<file path="config.mk">
export PLATFORM = sky130hd
export DESIGN_NAME = mem_port_arbiter
export DESIGN_NICKNAME = d
export VERILOG_FILES = /design/src/rtl/core_pkg.sv /design/src/rtl/mem_arb_timeout.sv /design/src/rtl/mem_port_arbiter.sv
export SDC_FILE = /design/constraint.sdc
export NUM_CORES = 1
export LEC_CHECK = 0
export BUFFER_PORTS_ARGS = -buffer_cell sky130_fd_sc_hd__buf_2
export CAP_MARGIN = 20
export CELL_PAD_IN_SITES_DETAIL_PLACEMENT = 0
export CELL_PAD_IN_SITES_GLOBAL_PLACEMENT = 1
export CORE_MARGIN = 1
export CORE_UTILIZATION = 30
export DETAILED_ROUTE_END_ITERATION = 8
export PLACE_DENSITY = 0.69
export SYNTH_ARGS = -nofsm -noshare
export SYNTH_HDL_FRONTEND = slang
export SYNTH_HIERARCHICAL = 1
export SYNTH_SLANG_ARGS = --single-unit
</file>
<file path="constraint.sdc">
create_clock -name clock -period 1.9 [get_ports clock]
set_clock_uncertainty 0.1 [all_clocks]
set_input_delay 0.285 -clock clock [delete_from_list [all_inputs] [get_ports clock]]
set_output_delay 0.285 -clock clock [all_outputs]
set_load 0.05 [all_outputs]
</file>
<file path="src/rtl/core_pkg.sv">
// Shared types and default widths for the core's memory-side blocks.
package core_pkg;

    localparam int DEF_ADDR_W         = 32;
    localparam int DEF_DATA_W         = 32;
    localparam int DEF_TIMEOUT_CYCLES = 255;

    typedef enum logic [1:0] {
        IDLE,
        REQ,
        RSP
    } arb_state_t;

    typedef enum logic {
        OWN_IF,
        OWN_D
    } owner_t;

endpackage

</file>
<file path="src/rtl/mem_arb_timeout.sv">
// Response-wait counter: clear/load/increment, saturating at MAX_COUNT.
// expired flags the counting cycle whose increment reaches MAX_COUNT.
module mem_arb_timeout #(
    parameter int MAX_COUNT = 255
) (
    input  logic                           clock,
    input  logic                           reset,
    input  logic                           clear,
    input  logic                           enable,
    input  logic                           load,
    input  logic [$clog2(MAX_COUNT+1)-1:0] load_value,
    output logic                           expired
);

    localparam int CW = $clog2(MAX_COUNT + 1);

    logic [CW-1:0] count;

    always_ff @(posedge clock or negedge reset) begin
        if (!reset) begin
            count <= '0;
        end else if (clear) begin
            count <= '0;
        end else if (load) begin
            count <= load_value;
        end else if (enable && (count != CW'(MAX_COUNT))) begin
            count <= count + 1'b1;
        end
    end

    assign expired = enable && (count == CW'(MAX_COUNT - 1));

endmodule

</file>
<file path="src/rtl/mem_port_arbiter.sv">
// Shares one memory port between fetch (IF) and load/store (D), one transaction at a time.
// Build option MEM_ARB_ROUND_ROBIN_EN: alternate grants under contention instead of D-first.
//
//   state | meaning
//   IDLE  | no transaction; granted requester sees ready
//   REQ   | mem_req_valid held with latched fields until mem_req_ready
//   RSP   | waiting for mem_rsp_valid, bounded by the timeout counter
module mem_port_arbiter
    import core_pkg::*;
#(
    parameter int ADDR_W         = DEF_ADDR_W,
    parameter int DATA_W         = DEF_DATA_W,
    parameter int TIMEOUT_CYCLES = DEF_TIMEOUT_CYCLES
) (
    input  logic                clock,
    input  logic                reset,
    input  logic                if_req_valid,
    input  logic [ADDR_W-1:0]   if_req_addr,
    output logic                if_req_ready,
    output logic                if_rsp_valid,
    output logic [DATA_W-1:0]   if_rsp_data,
    input  logic                d_req_valid,
    input  logic [ADDR_W-1:0]   d_req_addr,
    input  logic                d_req_we,
    input  logic [DATA_W-1:0]   d_req_wdata,
    input  logic [DATA_W/8-1:0] d_req_be,
    output logic                d_req_ready,
    output logic                d_rsp_valid,
    output logic [DATA_W-1:0]   d_rsp_data,
    output logic                mem_req_valid,
    output logic [ADDR_W-1:0]   mem_req_addr,
    output logic                mem_req_we,
    output logic [DATA_W-1:0]   mem_req_wdata,
    output logic [DATA_W/8-1:0] mem_req_be,
    input  logic                mem_req_ready,
    input  logic                mem_rsp_valid,
    input  logic [DATA_W-1:0]   mem_rsp_data,
    output logic                timeout_err
);

    localparam int CW = $clog2(TIMEOUT_CYCLES + 1);

    arb_state_t        state, state_nxt;
    owner_t            owner;
    logic              grant_d, grant_if, accept;
    logic              tmo_clear, tmo_en, tmo_expired, finish;
    logic [DATA_W-1:0] rsp_fill;

`ifdef MEM_ARB_ROUND_ROBIN_EN
    owner_t last_grant;

    always_comb begin
        grant_d  = d_req_valid;
        grant_if = if_req_valid && !d_req_valid;
        if (d_req_valid && if_req_valid) begin
            grant_d  = (last_grant == OWN_IF);
            grant_if = (last_grant == OWN_D);
        end
    end

    always_ff @(posedge clock or negedge reset) begin
        if (!reset) begin
            last_grant <= OWN_IF;
        end else if (accept) begin
            last_grant <= grant_d ? OWN_D : OWN_IF;
        end
    end
`else
    always_comb begin
        grant_d  = d_req_valid;
        grant_if = if_req_valid && !d_req_valid;
    end
`endif

    // Readies are forced low while reset is held so every output reads 0 in reset.
    assign accept       = (state == IDLE) && (grant_d || grant_if);
    assign d_req_ready  = reset && (state == IDLE) && grant_d;
    assign if_req_ready = reset && (state == IDLE) && grant_if;

    assign tmo_clear = (state == REQ) && mem_req_ready;
    assign tmo_en    = (state == RSP);
    assign finish    = (state == RSP) && (mem_rsp_valid || tmo_expired);
    assign rsp_fill  = (mem_rsp_valid && !mem_req_we) ? mem_rsp_data : '0;

    mem_arb_timeout #(
        .MAX_COUNT (TIMEOUT_CYCLES)
    ) u_timeout (
        .clock      (clock),
        .reset      (reset),
        .clear      (tmo_clear),
        .enable     (tmo_en),
        .load       (1'b0),
        .load_value ({CW{1'b0}}),
        .expired    (tmo_expired)
    );

    always_ff @(posedge clock or negedge reset) begin
        if (!reset) begin
            state <= IDLE;
        end else begin
            state <= state_nxt;
        end
    end

    always_comb begin
        state_nxt = state;
        case (state)
            IDLE:    if (accept)        state_nxt = REQ;
            REQ:     if (mem_req_ready) state_nxt = RSP;
            RSP:     if (finish)        state_nxt = IDLE;
            default:                    state_nxt = IDLE;
        endcase
    end

    always_ff @(posedge clock or negedge reset) begin
        if (!reset) begin
            owner         <= OWN_IF;
            mem_req_valid <= 1'b0;
            mem_req_addr  <= '0;
            mem_req_we    <= 1'b0;
            mem_req_wdata <= '0;
            mem_req_be    <= '0;
            if_rsp_valid  <= 1'b0;
            if_rsp_data   <= '0;
            d_rsp_valid   <= 1'b0;
            d_rsp_data    <= '0;
            timeout_err   <= 1'b0;
        end else begin
            if_rsp_valid <= 1'b0;
            d_rsp_valid  <= 1'b0;
            timeout_err  <= 1'b0;
            if (accept) begin
                mem_req_valid <= 1'b1;
                owner         <= grant_d ? OWN_D : OWN_IF;
                mem_req_addr  <= grant_d ? d_req_addr : if_req_addr;
                mem_req_we    <= grant_d && d_req_we;
                mem_req_wdata <= grant_d ? d_req_wdata : '0;
                mem_req_be    <= grant_d ? d_req_be : '1;
            end
            if (tmo_clear) begin
                mem_req_valid <= 1'b0;
            end
            // A response in the expiring cycle takes precedence over the abort.
            if (finish) begin
                timeout_err <= !mem_rsp_valid;
                if (owner == OWN_D) begin
                    d_rsp_valid <= 1'b1;
                    d_rsp_data  <= rsp_fill;
                end else begin
                    if_rsp_valid <= 1'b1;
                    if_rsp_data  <= rsp_fill;
                end
            end
        end
    end

endmodule
</file>
Yosys cells after proc, flatten, opt, wreduce, memory -nomap -nowiden:

Index checks and enable logic that the tools add are counted.

* register bits after elaboration: 148
* input port bits: 139
* output and inout bits: 139
* logic and storage cells: 62

* add/sub/neg operators: 1
* eq/ne operators: 7
* multiplexer cells: 18
* bitwise gates (word level): 1
* reductions and logical operators: 22

Operators by type and width (count)
* 32-bit 2-to-1 mux: 3
* 8-bit 2-to-1 mux: 2
* 1-bit logical AND: 11
* 8-bit by 1-bit adder with 8-bit output, second input constant: 1
* 8-bit equality test, second input constant: 1
* 1-bit 2-to-1 mux: 8
* 8-bit inequality test, second input constant: 1
* 2-bit 2-to-1 mux: 3
* 2-bit inequality test, second input constant: 3
* 2-bit case mux with 3 select lines: 1
* 4-bit 2-to-1 mux: 1
* 2-bit AND reduction: 2
* 2-bit nonzero test: 2
* 1-bit logical NOT: 3
* 3-bit AND reduction: 1
* 2-bit by 1-bit equality test with 1-bit output, second input constant: 1
* 2-bit equality test, second input constant: 1
* 2-bit logical NOT: 1
* 1-bit logical OR: 2
* 1-bit inverter: 1

Longest topological paths before layout:

* word-level depth: 6
* depth in mapped cells: 8
* gate-level depth less buffers: 7

Cells and area by module:

The synthesis kept the hierarchy.

Modules (own cells, without submodules)
* mem_port_arbiter: times used 1, cells each 388, area an instance 5795.6 µm², sequential area each 3503.4 µm²
* mem_arb_timeout: times used 1, cells each 60, area an instance 554.3 µm², sequential area each 200.2 µm²

Worst setup path before layout:

Ideal clock, no wire load.

* path type: reg2reg
* from: register u_timeout.count[0]
* to: register d_rsp_data[0]
* library setup time: 0.125 ns
* arrival: 1.731 ns
* data required time: 1.675 ns
* setup slack: -0.055 ns
* stages on the path, launching flop included: 9
* buffers on the path: 1
* clock period less this slack: 1.955 ns
* path through: dfrtp_1 inv_1 ha_1 nand4_1 nor2_1 nor2_1 nand3b_2 buf_4 mux2_2

* longest elaborated chain between the ends: 5

Ends and longest elaborated chain
* start, declared: line mem_arb_timeout.sv:17 `logic [CW-1:0] count;`
* start signal, assigned: line mem_arb_timeout.sv:25 `count <= load_value;`
* start signal, assigned: line mem_arb_timeout.sv:27 `count <= count + 1'b1;`
* 8-bit equality test: line mem_arb_timeout.sv:31 `assign expired = enable && (count == CW'(MAX_COUNT - 1));`
* 1-bit logical AND: line mem_arb_timeout.sv:31
* named net tmo_expired: line mem_port_arbiter.sv:46 `logic tmo_clear, tmo_en, tmo_expired, finish;`
* 1-bit logical OR: line mem_port_arbiter.sv:82 `assign finish = (state == RSP) && (mem_rsp_valid || tmo_expired);`
* 1-bit logical AND: line mem_port_arbiter.sv:82
* 2-bit AND reduction (no source line)
* end signal, assigned: line mem_port_arbiter.sv:148 `d_rsp_data <= rsp_fill;`
* end, declared: line mem_port_arbiter.sv:29 `output logic [DATA_W-1:0] d_rsp_data,`

The timed path passes the listed nets, and every way through them passes these cells.
A chain may end at the register's enable or synchronous reset.

Worst setup path in the final report:

* from: register state[0]
* to: register if_rsp_data[22]

* longest elaborated chain between the ends: 5

Ends and longest elaborated chain
* start, declared: line mem_port_arbiter.sv:43 `arb_state_t state, state_nxt;`
* start signal, assigned: line mem_port_arbiter.sv:101 `state <= state_nxt;`
* 2-bit equality test: line mem_port_arbiter.sv:81 `assign tmo_en = (state == RSP);`
* named net tmo_en: line mem_port_arbiter.sv:46
* 1-bit logical AND: line mem_arb_timeout.sv:31
* named net tmo_expired: line mem_port_arbiter.sv:46
* 1-bit logical OR: line mem_port_arbiter.sv:82
* 1-bit logical AND: line mem_port_arbiter.sv:82
* 2-bit AND reduction (no source line)
* end signal, assigned: line mem_port_arbiter.sv:151 `if_rsp_data <= rsp_fill;`
* end, declared: line mem_port_arbiter.sv:21 `output logic [DATA_W-1:0] if_rsp_data,`

The timed path passes the listed nets, and every way through them passes these cells.

==> flow_summary.yaml <==
cells_and_area:
  fin_util_pct: 45.9
  diodes: 0
  layout-drive-gt1-share_pct: 59.3
  area_growth_pct: 48.2
  final_cell_mix: "buf_2, dfrtp_1, mux2_2"
  nets: 947
  final_common_cell: "buf_2"
synthesis:
  synth_cell_types: 47
  synth-xor-area-share_pct: 0.414
  syn-mean-instance-area_um2: 14.2
  synth_top_family_by_area: "multiplexers"
  synthArstFlopShare_pct: 100
  synth-compound-area-share_pct: 7.65
  synth_area_um2: 6350
  netlist_instances: 448
  synth_edf_count: 0
  yosysWarnings: 6
  synth-adder-area-share_pct: 0.394
  synthMuxAreaShare_pct: 22.7
  yosys.area_share.simple_pct: 7.41
  ys_ff_latch: 148
  ys.flop_type: "dfrtp_1"
  yosysSeqAreaShare_pct: 58.3
hold_path:
  min_path_cells: 3
  hold_path_class: "input port to flop"
grt:
  antenna_found_initial: 0
  grt-ovfl-total: 0
  grt_pass1_wl_um: 27100
  grt_usage_pct: 15.9
  grt_max_degree: 149
  grt_pass1_vias: 5162
floorplanning:
  die_w_um: 147
  fp-row-count: 52
  initial_core_util_pct: 31.0
  core-area_um2: 20500
  die_h_um: 147
  die_area_um2: 21800
  ios: 278
worst_setup_path:
  cp_cell_sequence: "nand2b_4 > inv_4 > nand4_1 > nor2_2 > nor2_2 > nor3_4 > buf_12 > clkbuf_16 > mux2_2"
  worstPathMaxFanout: 8
  critPathRequiredTime_ps: 2100
  worstSetupEndpointType: "flop"
  critical_path_arrival_ps: 2100
  cpMostUsedCell: "nor2_2"
  reg2regPathDepth: 9
  critPathKind: "flop to flop"
  crit_slowest_cell: "dfrtp_1"
  start_kind: "flop"
  r2r_slack_ps: -5
  critPathMaxStageDelay_ps: 390
sta:
  period_minus_slack_ps: 1900
  setup_viol: 3
  rsz0062_at_grt: "yes"
  finalHoldViolations: 0
  finalSetupTns_ps: -8.70
  worst_hold_slack_ps: 115
  max_freq_mhz: 525
  period_share_pct: 100
  relSlewSlack_pct: 47.6
  setup_slack_ps: -4.83
  slew_viol_final: 0
  tightestPinTransition_ps: 786
outcome:
  outcome: "finished, violations left"
  violations: "setup timing"
power_and_ir_drop:
  p_clk_share_pct: 18.1
  sequentialPowerShare_pct: 29.8
  swShare_pct: 48.3
  power_leakage_nw: 4.80
  p_comb_share_pct: 52.1
  p_int_w: 0.00894
  powerDensity_nw_per_um2: 1840
  irDropWorstVdd_v: 0.000987
  p_sw_w: 0.00836
  finalPower_w: 0.0173
clocking:
  clk_pin_slew_ps: 60
  clk_latency_ps: 410
  cts_buffer_depth: 2
  cts_tree: "yes"
  cts_buffers: 17
  htree_num_levels: 4
  cts_sinks: 148
  clockRootBuffer: "clkbuf_16"
route:
  wl_per_cell_um: 15.8
  num_vias: 4854
  viasPerCell: 4.46
  drt_iter0_markers: 126
  route.detailed.drc: 0
  routed_wl_um: 17300
  dr.pass1.iters: 4
  drtAntennaViolNets: 0
placed_design:
  hpwl_um: 12200
  io_buffers: 277
  place_congestion: 0.814
  place_ws_ps: -13.5
flow_run:
  cap_violations: 0
layer usage:
| layer | wire [um] | vias to the layer above | GRT usage [%] |
|---|---|---|---|
| li1 | - | 2323 | - |
| met1 | 7280 | 2396 | 19.2 |
| met2 | 9140 | 121 | 28.1 |
| met3 | 622 | 14 | 3.55 |
| met4 | 208 | 0 | 5.05 |
| met5 | 0 | - | 0 |
critical path, delay by kind of cell, from the launching register on:
family | cells | cell delay (ps)
AND/OR/NAND/NOR | 5 | 600
flip-flops | 1 | 390
buffers and inverters | 3 | 370
multiplexers | 1 | 340
through the flow:
step / std cells / instance area, um^2
finish: 1089 / 9410
global route: 1089 / 9410
CTS: 1084 / 9290
detailed placement: 1007 / 8230
global placement: 1007 / 8230
floorplan: 461 / 6410
what timing repair did:
action | 4_1_cts | 5_1_grt
pin swaps | 2 | 2
hold buffers | 40 | 0
setup buffers | 4 | 2
resized for setup | 10 | 8
hold endpoints to repair | 187 | 0
cloned | 1 | 3
endpoints found under the setup margin | 33 | 67
final timing paths:
check | end | from
hold / removal | d_rsp_data[5]$_DFFE_PN0P_ | mem_rsp_data[5]
setup reg to reg | if_rsp_data[22]$_DFFE_PN0P_ | state[0]$_DFFE_PN0P_
max in group asynchronous | mem_req_addr[31]$_DFFE_PN0P_ | reset
hold reg to reg | mem_req_valid$_DFFE_PN0P_ | mem_req_valid$_DFFE_PN0P_
min in group asynchronous | mem_req_valid$_DFFE_PN0P_ | reset
setup / recovery | if_rsp_data[22]$_DFFE_PN0P_ | state[0]$_DFFE_PN0P_
registers in the layout, summed over array words and instances (netlist names):
register and count:
d_rsp_data 32, if_rsp_data 32, mem_req_addr 32, mem_req_wdata 32, u_timeout/count 8, mem_req_be 4, state 2, d_rsp_valid 1
if_rsp_valid 1, mem_req_valid 1, mem_req_we 1, owner 1, timeout_err 1
kinds of logic after synthesis:
family	Yosys count
flip-flops	148
AO/OA/AOI/OAI	57
adder cells (fa/ha/maj)	2
multiplexers	128
other	1
AND/OR/NAND/NOR	77
XOR/XNOR	3
buffers and inverters	32
final cells by class:
| cell class | instances | area, um^2 |
|---|---|---|
| fillers | 1890 | 11100 |
| flip-flops and latches | 148 | 3700 |
| multi-input cells | 281 | 2550 |
| repair buffers | 351 | 2220 |
| clock buffers | 19 | 443 |
| well taps | 270 | 338 |
| clock inverters | 13 | 119 |
| inverters | 7 | 28.8 |
cell usage after synthesis, types with 2 or more instances:
cell type / n / area [um^2]
nor2_1: 10 / 37.5
nand3_1: 6 / 30.0
xnor2_1: 3 / 26.3
clkbuf_1: 3 / 11.3
mux2_2: 126 / 1420
a22o_1: 34 / 298
nand4_1: 3 / 18.8
dfrtp_1: 148 / 3700
nand2_1: 10 / 37.5
buf_4: 4 / 30.0
a21oi_1: 4 / 20.0
buf_2: 11 / 55.1
and2_1: 33 / 206
o21ai_0: 4 / 20.0
buf_6: 6 / 67.6
mux2_1: 2 / 22.5
ha_1: 2 / 25.0
a211oi_1: 2 / 15.0
o22a_1: 4 / 35.0
or4_1: 2 / 15.0
inv_1: 5 / 18.8
power groups by stage:
stage	Sequential, W	Combinational (W)	Clock, W
3_3_place_gp	0.00515	0.00872	0
5_1_grt	0.00531	0.00941	0.00337
6_report	0.00515	0.00901	0.00314
3_5_place_dp	0.00516	0.00884	0
4_1_cts	0.00515	0.00901	0.00324
2_1_floorplan	0.00937	0.00227	0
(Power assumes the default switching activity.)
